==> src/rtl/mtc_sl_link_tx.sv <==
// rtl/mtc_sl_link_tx.sv - MTC-to-SL transmit link: per-channel FIFOs, round-robin arbiter, beat serialiser
// Ports: clock, rst (synchronous, active-high); mtc = flattened channel words (MSB of each word is data_valid);
//        out_data/out_valid/out_ready/out_sof/out_eof = beat stream toward the sector-logic link;
//        fifo_empty = per-channel FIFO empty flags; drop_count = saturating count of words lost to full FIFOs.
// Option: define MTC_SL_LINK_TX_HEADER_EN to prepend a header beat {seq[7:0], channel[7:0]} to every word.

package mtc_sl_pkg;
    localparam int MTC2SL_LEN = 40;
endpackage

module mtc_sl_link_tx #(
    parameter int MTC2SL_LEN    = mtc_sl_pkg::MTC2SL_LEN,
    parameter int n_PRIMARY_MTC = 3,
    parameter int LINK_WIDTH    = 32,
    parameter int FIFO_DEPTH    = 4
) (
    input  logic                                clock,
    input  logic                                rst,
    input  logic [MTC2SL_LEN*n_PRIMARY_MTC-1:0] mtc,
    output logic [LINK_WIDTH-1:0]               out_data,
    output logic                                out_valid,
    input  logic                                out_ready,
    output logic                                out_sof,
    output logic                                out_eof,
    output logic [n_PRIMARY_MTC-1:0]            fifo_empty,
    output logic [15:0]                         drop_count
);
    localparam int N_BEATS = (MTC2SL_LEN + LINK_WIDTH - 1) / LINK_WIDTH;
    localparam int PW      = N_BEATS * LINK_WIDTH;
    localparam int AW      = $clog2(FIFO_DEPTH);
    localparam int BW      = (N_BEATS > 1) ? $clog2(N_BEATS) : 1;
    localparam int CW      = (n_PRIMARY_MTC > 1) ? $clog2(n_PRIMARY_MTC) : 1;
    localparam logic [BW-1:0] LAST_BEAT = BW'(N_BEATS - 1);
    localparam logic [CW-1:0] LAST_CH   = CW'(n_PRIMARY_MTC - 1);

`ifdef MTC_SL_LINK_TX_HEADER_EN
    typedef enum logic [1:0] {IDLE, HDR, SEND} state_t;
`else
    typedef enum logic [0:0] {IDLE, SEND} state_t;
`endif

    state_t                  state_q, state_d;
    logic [MTC2SL_LEN-1:0]   mem_q [n_PRIMARY_MTC][FIFO_DEPTH];
    logic [MTC2SL_LEN-1:0]   mem_d [n_PRIMARY_MTC][FIFO_DEPTH];
    // Pointers carry one extra wrap bit so full and empty are distinguishable.
    logic [AW:0]             wr_q [n_PRIMARY_MTC];
    logic [AW:0]             wr_d [n_PRIMARY_MTC];
    logic [AW:0]             rd_q [n_PRIMARY_MTC];
    logic [AW:0]             rd_d [n_PRIMARY_MTC];
    logic [PW-1:0]           sh_q, sh_d;
    logic [BW-1:0]           beat_q, beat_d;
    logic [CW-1:0]           rr_q, rr_d;
    logic [CW-1:0]           grant_q, grant_d;
    logic [LINK_WIDTH-1:0]   out_data_q, out_data_d;
    logic                    out_valid_q, out_valid_d;
    logic                    out_sof_q, out_sof_d;
    logic                    out_eof_q, out_eof_d;
    logic [15:0]             drop_q, drop_d;
`ifdef MTC_SL_LINK_TX_HEADER_EN
    logic [7:0]              seq_q [n_PRIMARY_MTC];
    logic [7:0]              seq_d [n_PRIMARY_MTC];
`endif

    logic [n_PRIMARY_MTC-1:0] empty, full;
    logic [MTC2SL_LEN-1:0]    word_v;
    logic [16:0]              drop_sum;
    logic                     found;
    int                       sidx;
    logic [CW-1:0]            gsel;

    // Flags come from registered pointers only, so a pop never frees space for a same-cycle push.
    always_comb begin
        for (int i = 0; i < n_PRIMARY_MTC; i++) begin
            empty[i] = (wr_q[i] == rd_q[i]);
            full[i]  = (wr_q[i][AW] != rd_q[i][AW]) && (wr_q[i][AW-1:0] == rd_q[i][AW-1:0]);
        end
    end

    always_comb begin
        state_d     = state_q;
        mem_d       = mem_q;
        wr_d        = wr_q;
        rd_d        = rd_q;
        sh_d        = sh_q;
        beat_d      = beat_q;
        rr_d        = rr_q;
        grant_d     = grant_q;
        out_data_d  = out_data_q;
        out_valid_d = out_valid_q;
        out_sof_d   = out_sof_q;
        out_eof_d   = out_eof_q;
`ifdef MTC_SL_LINK_TX_HEADER_EN
        seq_d       = seq_q;
`endif
        word_v      = '0;
        drop_sum    = {1'b0, drop_q};
        found       = 1'b0;
        sidx        = 0;
        gsel        = '0;

        // Write side: every flagged word is either stored or counted as a drop.
        for (int i = 0; i < n_PRIMARY_MTC; i++) begin
            word_v = mtc[i*MTC2SL_LEN +: MTC2SL_LEN];
            if (word_v[MTC2SL_LEN-1]) begin
                if (full[i]) begin
                    drop_sum = drop_sum + 17'd1;
                end else begin
                    mem_d[i][wr_q[i][AW-1:0]] = word_v;
                    wr_d[i] = wr_q[i] + 1'b1;
                end
            end
        end
        drop_d = drop_sum[16] ? 16'hFFFF : drop_sum[15:0];

        case (state_q)
            IDLE: begin
                out_valid_d = 1'b0;
                out_sof_d   = 1'b0;
                out_eof_d   = 1'b0;
                out_data_d  = '0;
                // First non-empty channel at or above the RR pointer, wrapping.
                for (int k = 0; k < n_PRIMARY_MTC; k++) begin
                    sidx = int'(rr_q) + k;
                    if (sidx >= n_PRIMARY_MTC) sidx = sidx - n_PRIMARY_MTC;
                    if (!found && !empty[sidx]) begin
                        found = 1'b1;
                        gsel  = CW'(sidx);
                    end
                end
                if (found) begin
                    grant_d     = gsel;
                    rd_d[gsel]  = rd_q[gsel] + 1'b1;
                    sh_d        = PW'(mem_q[gsel][rd_q[gsel][AW-1:0]]);
                    beat_d      = '0;
                    out_valid_d = 1'b1;
                    out_sof_d   = 1'b1;
`ifdef MTC_SL_LINK_TX_HEADER_EN
                    state_d     = HDR;
                    out_data_d  = LINK_WIDTH'({seq_q[gsel], 8'(gsel)});
                    out_eof_d   = 1'b0;
                    seq_d[gsel] = seq_q[gsel] + 8'd1;
`else
                    state_d     = SEND;
                    out_data_d  = sh_d[LINK_WIDTH-1:0];
                    out_eof_d   = (LAST_BEAT == '0);
`endif
                end
            end
`ifdef MTC_SL_LINK_TX_HEADER_EN
            HDR: begin
                if (out_ready) begin
                    state_d    = SEND;
                    out_data_d = sh_q[LINK_WIDTH-1:0];
                    out_sof_d  = 1'b0;
                    out_eof_d  = (LAST_BEAT == '0);
                end
            end
`endif
            SEND: begin
                if (out_ready) begin
                    if (beat_q == LAST_BEAT) begin
                        // Word done: drop to IDLE for one bubble cycle and move past this channel.
                        state_d     = IDLE;
                        out_valid_d = 1'b0;
                        out_sof_d   = 1'b0;
                        out_eof_d   = 1'b0;
                        out_data_d  = '0;
                        rr_d        = (grant_q == LAST_CH) ? '0 : grant_q + 1'b1;
                    end else begin
                        beat_d     = beat_q + 1'b1;
                        sh_d       = sh_q >> LINK_WIDTH;
                        out_data_d = sh_d[LINK_WIDTH-1:0];
                        out_sof_d  = 1'b0;
                        out_eof_d  = (beat_d == LAST_BEAT);
                    end
                end
            end
            default: state_d = IDLE;
        endcase
    end

    always_ff @(posedge clock) begin
        mem_q <= mem_d;
        if (rst) begin
            state_q     <= IDLE;
            sh_q        <= '0;
            beat_q      <= '0;
            rr_q        <= '0;
            grant_q     <= '0;
            out_data_q  <= '0;
            out_valid_q <= 1'b0;
            out_sof_q   <= 1'b0;
            out_eof_q   <= 1'b0;
            drop_q      <= '0;
            for (int i = 0; i < n_PRIMARY_MTC; i++) begin
                wr_q[i]  <= '0;
                rd_q[i]  <= '0;
`ifdef MTC_SL_LINK_TX_HEADER_EN
                seq_q[i] <= '0;
`endif
            end
        end else begin
            state_q     <= state_d;
            wr_q        <= wr_d;
            rd_q        <= rd_d;
            sh_q        <= sh_d;
            beat_q      <= beat_d;
            rr_q        <= rr_d;
            grant_q     <= grant_d;
            out_data_q  <= out_data_d;
            out_valid_q <= out_valid_d;
            out_sof_q   <= out_sof_d;
            out_eof_q   <= out_eof_d;
            drop_q      <= drop_d;
`ifdef MTC_SL_LINK_TX_HEADER_EN
            seq_q       <= seq_d;
`endif
        end
    end

    assign out_data   = out_data_q;
    assign out_valid  = out_valid_q;
    assign out_sof    = out_sof_q;
    assign out_eof    = out_eof_q;
    assign fifo_empty = empty;
    assign drop_count = drop_q;

endmodule

==> config.mk <==
export PLATFORM = sky130hd
export DESIGN_NAME = mtc_sl_link_tx
export DESIGN_NICKNAME = d
export VERILOG_FILES = /design/src/rtl/mtc_sl_link_tx.sv
export SDC_FILE = /design/constraint.sdc
export NUM_CORES = 1
export LEC_CHECK = 0
export ABC_AREA = 1
export CORE_UTILIZATION = 64
export CTS_CLUSTER_SIZE = 14
export DETAILED_ROUTE_END_ITERATION = 7
export PLACE_DENSITY = 0.85
export SYNTH_ARGS = -nofsm -noshare
export SYNTH_HDL_FRONTEND = slang
export SYNTH_SLANG_ARGS = --single-unit
==> constraint.sdc <==
create_clock -name clock -period 6.1 [get_ports clock]
set_input_delay 0.61 -clock clock [delete_from_list [all_inputs] [get_ports clock]]
set_output_delay 0.61 -clock clock [all_outputs]
set_load 0.01 [all_outputs]
# Word-level counts from Yosys, hierarchy flattened
# Index checks and enable logic that the tools add are counted.
totals:
  reg_bits: 619
  in_bits: 123
  out_inout_bits: 54
  elab_cells: 179
op_classes:
  n_addsub: 14
  order_cmp: 15
  n_eq_ne: 14
  mux: 78
  bitwise: 9
  reduce_logical: 21
ops:
  columns: ["cell", "count"]
  rows:
  - ["$bwmux W160", 3]
  - ["$bmux W160 S2", 1]
  - ["$mux W160", 2]
  - ["$mux W32", 9]
  - ["$demux W40 S2", 3]
  - ["$mux W40", 5]
  - ["$mux W64", 3]
  - ["$pmux W64 S2", 1]
  - ["$mux W17", 6]
  - ["$lt A32 B4 Y1 const B", 3]
  - ["$bmux W40 S2", 1]
  - ["$pmux W32 S2", 1]
  - ["$add A17 B1 Y17 const B", 2]
  - ["$mux W1", 23]
  - ["$add A16 B1 Y17 const B", 1]
  - ["$mux W16", 1]
  - ["$ge A3 B3 Y1 const B", 5]
  - ["$not A2 Y3", 5]
  - ["$add A3 B1 Y3 const B", 4]
  - ["$lt A3 B1 Y1 const B", 4]
  - ["$reduce_and A2 Y1", 6]
  - ["$mux W2", 5]
  - ["$pmux W1 S2", 5]
  - ["$bwmux W9", 1]
  - ["22 further kinds", 51]

# Logic depth before layout (Yosys ltp)
logic_depth:
  depth_word: 26
  ltp_mapped: 25

# Worst setup path after synthesis
# Ideal clock, no wire load.
synth_timing:
  path_kind: "input to register"
  startpoint: "input port mtc[39]"
  endpoint: "register mem_q[320] in the netlist's numbering (enable)"
  setup_ns: 0.440
  arrival_ns: 3.040
  t_required_ns: 5.660
  path_slack_ns: 2.620
  path_stages: 4
  path_buffers: 2
  path_cell_list: "buf_2 clkbuf_1 nand2_1 nor2_1"
synth_between:
  elab_chain_len: 1
synth_rtl:
  columns: ["element", "line", "text"]
  rows:
  - ["start, declared", "19", "input logic [MTC2SL_LEN*n_PRIMARY_MTC-1:0] mtc,"]
  - ["$reduce_and A2 Y1 (no source line)", null, null]
  - ["end signal, assigned", "183", "mem_q <= mem_d;"]
  - ["end, declared", "43", "logic [MTC2SL_LEN-1:0] mem_q [n_PRIMARY_MTC][FIFO_DEPTH];"]
# Every way passes these cells.
# A chain may end at the register's enable or synchronous reset.

# Worst setup path in the final report
layout_timing:
  startpoint: "register rd_q[2] in the netlist's numbering"
  endpoint: "register out_data_q[27] (netlist: out_data[27])"
layout_between:
  elab_chain_len: 24
  word_cells_on_any_way: 39
  cone_classes: "eq/ne: 1; mux: 30; bitwise: 2; reduce/logical: 6"
layout_rtl:
  columns: ["element", "line", "text"]
  rows:
  - ["start, declared", "48", "logic [AW:0] rd_q [n_PRIMARY_MTC];"]
  - ["start signal, assigned", "205", "rd_q <= rd_d;"]
  - ["$eq A3 B3 Y1 (*)", "74", "empty[i] = (wr_q[i] == rd_q[i]);"]
  - ["$bmux W1 S2", "125", "if (!found && !empty[sidx]) begin"]
  - ["$mux W1 (not written as such) (2 in a row)", "125", null]
  - ["$mux W1", "125", null]
  - ["$mux W1", "115", "case (state_q)"]
  - ["$logic_not A1 Y1", "125", null]
  - ["$logic_and A1 B1 Y1", "125", null]
  - ["$mux W1", "125", null]
  - ["(+5 left out)", null, null]
  - ["$not A2 Y3 (not written as such)", "133", "sh_d = PW'(mem_q[gsel][rd_q[gsel][AW-1:0]]);"]
  - ["$bmux W3 S2", "133", null]
  - ["$mux W3 (not written as such) (2 in a row)", "133", null]
  - ["$not A2 Y3 (not written as such)", "133", null]
  - ["$bmux W40 S2", "133", null]
  - ["$mux W40 (not written as such) (2 in a row)", "133", null]
  - ["$mux W32 (*)", "130", "if (found) begin"]
  - ["$pmux W32 S2 (*)", "115", null]
  - ["end signal, assigned", "210", "out_data_q <= out_data_d;"]
  - ["end, declared", "54", "logic [LINK_WIDTH-1:0] out_data_q, out_data_d;"]
# Mark *: on every way between the ends. The rest lies on a longest branch, timed or not. The select of a mux whose other input is x is not followed.

==> out/results.ini <==
[synthesis]
ys_seq_area_share_pct = 59.1
syn_inst = 3202
synth.most_common_cell = nand2_1
synth_area_leaders = edfxtp_1, nand2_1, dfxtp_1, inv_1, nand3_1
synth-main-ff-cell = edfxtp_1
yosysTopAreaCellShare_pct = 53.0
yosysWarnings = 0
synth_nets = 3343
ys_ff_latch = 563
synth_common_cells = nand2_1, edfxtp_1, inv_1, nand3_1, dfxtp_1
synth_edf_count = 480
synth_area_mm2 = 0.0272
synth.avg_cell_area_um2 = 8.49
synthArstFlopShare_pct = 0
ys_types = 40
synth_top_cell_by_area = edfxtp_1

[sta]
finalSetupViolations = 0
hold_violations = 0
period_minus_slack_ns = 4.98
max_freq_mhz = 201
rsz0062_at_grt = no
drv_slew = 0
worst_pin_slew_ns = 1.22
period_share_pct = 81.6
fin_setup_tns_ns = 0
relSlewSlack_pct = 18.3
fin_skew_ns = 0.0174

[cts]
cts_root_buf = clkbuf_16
path_clk_slew_ns = 0.06
postCtsSetupBuffers = 0
cts_tree = done
htreeDepth = 2
clock-sinks = 563
clockBufferDepth = 3
ctsHoldBuffers = 0
ctsResizeCount = 0
numCtsBuffers = 56
clkLatencyLatePin_ns = 0.63

[drt]
drc = 0
postRouteWirelength_um = 74100
highest_layer = met5
first_pass_iters = 8
dr_total_vias = 22100
postRouteAntennaNets = 0
via_per_inst = 5.65
drt_iter0_drc = 2469
m1WireLength_um = 26900
wl_per_cell_um = 18.9
met2_length_um = 35800
wl_met3_um = 7890

[outcome]
status = finished, final reports clean

[critical_path]
crit_type = reg -> reg
path_max_fanout = 48
end_kind = register
cp-start-kind = register
cp_data_arrival_time_ns = 5.43
cp_data_required_time_ns = 6.56

[die]
rows = 75
die_y_um = 208
start_util_pct = 64.8
coreArea_mm2 = 0.0419
dieArea_mm2 = 0.0433
ioPinCount = 177
die_w_um = 208

[min_path]
worstHoldPathType = reg -> reg

[global_route]
antenna_found_initial = 2
grt-ovfl-total = 0
grt_usage_pct = 34.5
grt_pass1_wl_um = 115000
grt_max_degree = 96
first_global_vias = 21700

[placed_design]
portBuffers = 176
gp_congestion = 0.930
dp_hpwl_um = 45000
dpl_cell_area_mm2 = 0.0292

[power_and_ir_drop]
p_leak_nw = 14.2
ir_worst_vdd_mv = 0.621
cellPowerDensity_mw_per_mm2 = 481

[layout]
fill_cells = 2844
area_growth_syn_to_layout_pct = 14.1
nNetsFinal = 3467
final_area_mm2 = 0.0310
drive_above_1_share_pct = 5.40

[run]
cap_violations = 0

## layout make-up
class / instances / area [µm²] / area share (%)
antenna: 1 / 2.50 / 0.00807
clock buffer: 90 / 1660 / 5.36
clock inverter: 15 / 104 / 0.335
inverter: 447 / 1680 / 5.42
multi-input combinational: 2052 / 8830 / 28.5
sequential: 563 / 16100 / 51.8
tap: 539 / 674 / 2.18
timing repair buffer: 206 / 1980 / 6.39
## registers in the layout, summed over array words and instances (netlist names)
signal / flops
beat_q: 1
drop_count: 16
grant_q: 2
mem_q: 480
out_data: 32
out_eof: 1
out_sof: 1
out_valid: 1
rd_q: 9
rr_q: 2
sh_q: 8
state_q: 1
wr_q: 9
## metal layers
| layer | up-vias | track usage (%) |
|---|---|---|
| li1 | 10300 | - |
| met1 | 10200 | 43.4 |
| met2 | 1346 | 57.6 |
| met3 | 267 | 5.99 |
| met4 | 2 | 18.0 |
| met5 | - | 0 |
## where the power goes
part	switching (mW)	internal, mW	total, mW
Clock	1.43	1.90	3.33
Sequential	0.189	4.63	4.81
Combinational	4.79	1.99	6.78
## metrics by stage
stage                     setup WS, ns  hold slack (ns)  power [mW]  instances  util (%)
after floorplan                   2.62            0.443        9.76       3202         -
after global placement            1.55            0.454        11.2       3807      69.7
after detailed placement          1.32            0.459        11.4       3807      69.7
after CTS                         1.25            0.469        14.8       3912      73.9
after global routing             0.796            0.482        15.8       3913      73.9
final                             1.12            0.470        14.9       3913      73.9
## cells in the final DEF, fill, tap and decap left out, drive strengths merged
cell	n
nor2	90
buf	31
ha	18
dfxtp	83
nand3b	5
nand4	67
inv	447
xor2	7
o22ai	2
clkinv	13
clkinvlp	1
a21oi	66
a31oi	1
or2	1
xnor2	9
nor4	1
nor3	7
a21boi	1
bufinv	1
edfxtp	480
clkbuf	90
o21a	1
nand3	146
o21ai	35
clkdlybuf4s50	175
diode	1
mux2i	1
a211oi	1
nand2	1585
a22o	8
## cells by family after synthesis
logic type | count (synthesis) | share of synthesized area [%]
multiplexers | 1 | 0.0368
adder cells (fa/ha/maj) | 18 | 0.829
XOR/XNOR | 16 | 0.571
AO/OA/AOI/OAI | 115 | 2.29
AND/OR/NAND/NOR | 1902 | 28.2
buffers and inverters | 587 | 8.91
flip-flops | 563 | 59.1
## final timing paths
| check | startpoint | endpoint | slack (ns) | depth (start not counted) |
|---|---|---|---|---|
| max | rd_q[2] | out_data[27] | 1.12 | 18 |
| min | out_sof | out_sof | 0.47 | 2 |
| max reg2reg | rd_q[2] | out_data[27] | 1.12 | 18 |
| min reg2reg | out_sof | out_sof | 0.47 | 2 |
## worst max-delay path, stage by stage (launching register included)
cell and delay (ns):
dfxtp_1 0.34, xnor2_1 0.36, inv_2 0.04, nor2_1 0.33, nand3_1 0.18, nand2_2 0.17
nand3_2 0.51, nand2_1 0.30, nor2_4 0.07, buf_4 0.28, nand3_1 0.14, nand2_1 0.10
nor2_4 0.86, buf_4 0.59, nand2_1 0.11, nand3_1 0.10, nand2_1 0.08, nand2_1 0.08
a21oi_1 0.09
No activity file was read; power rests on OpenSTA's default activity.
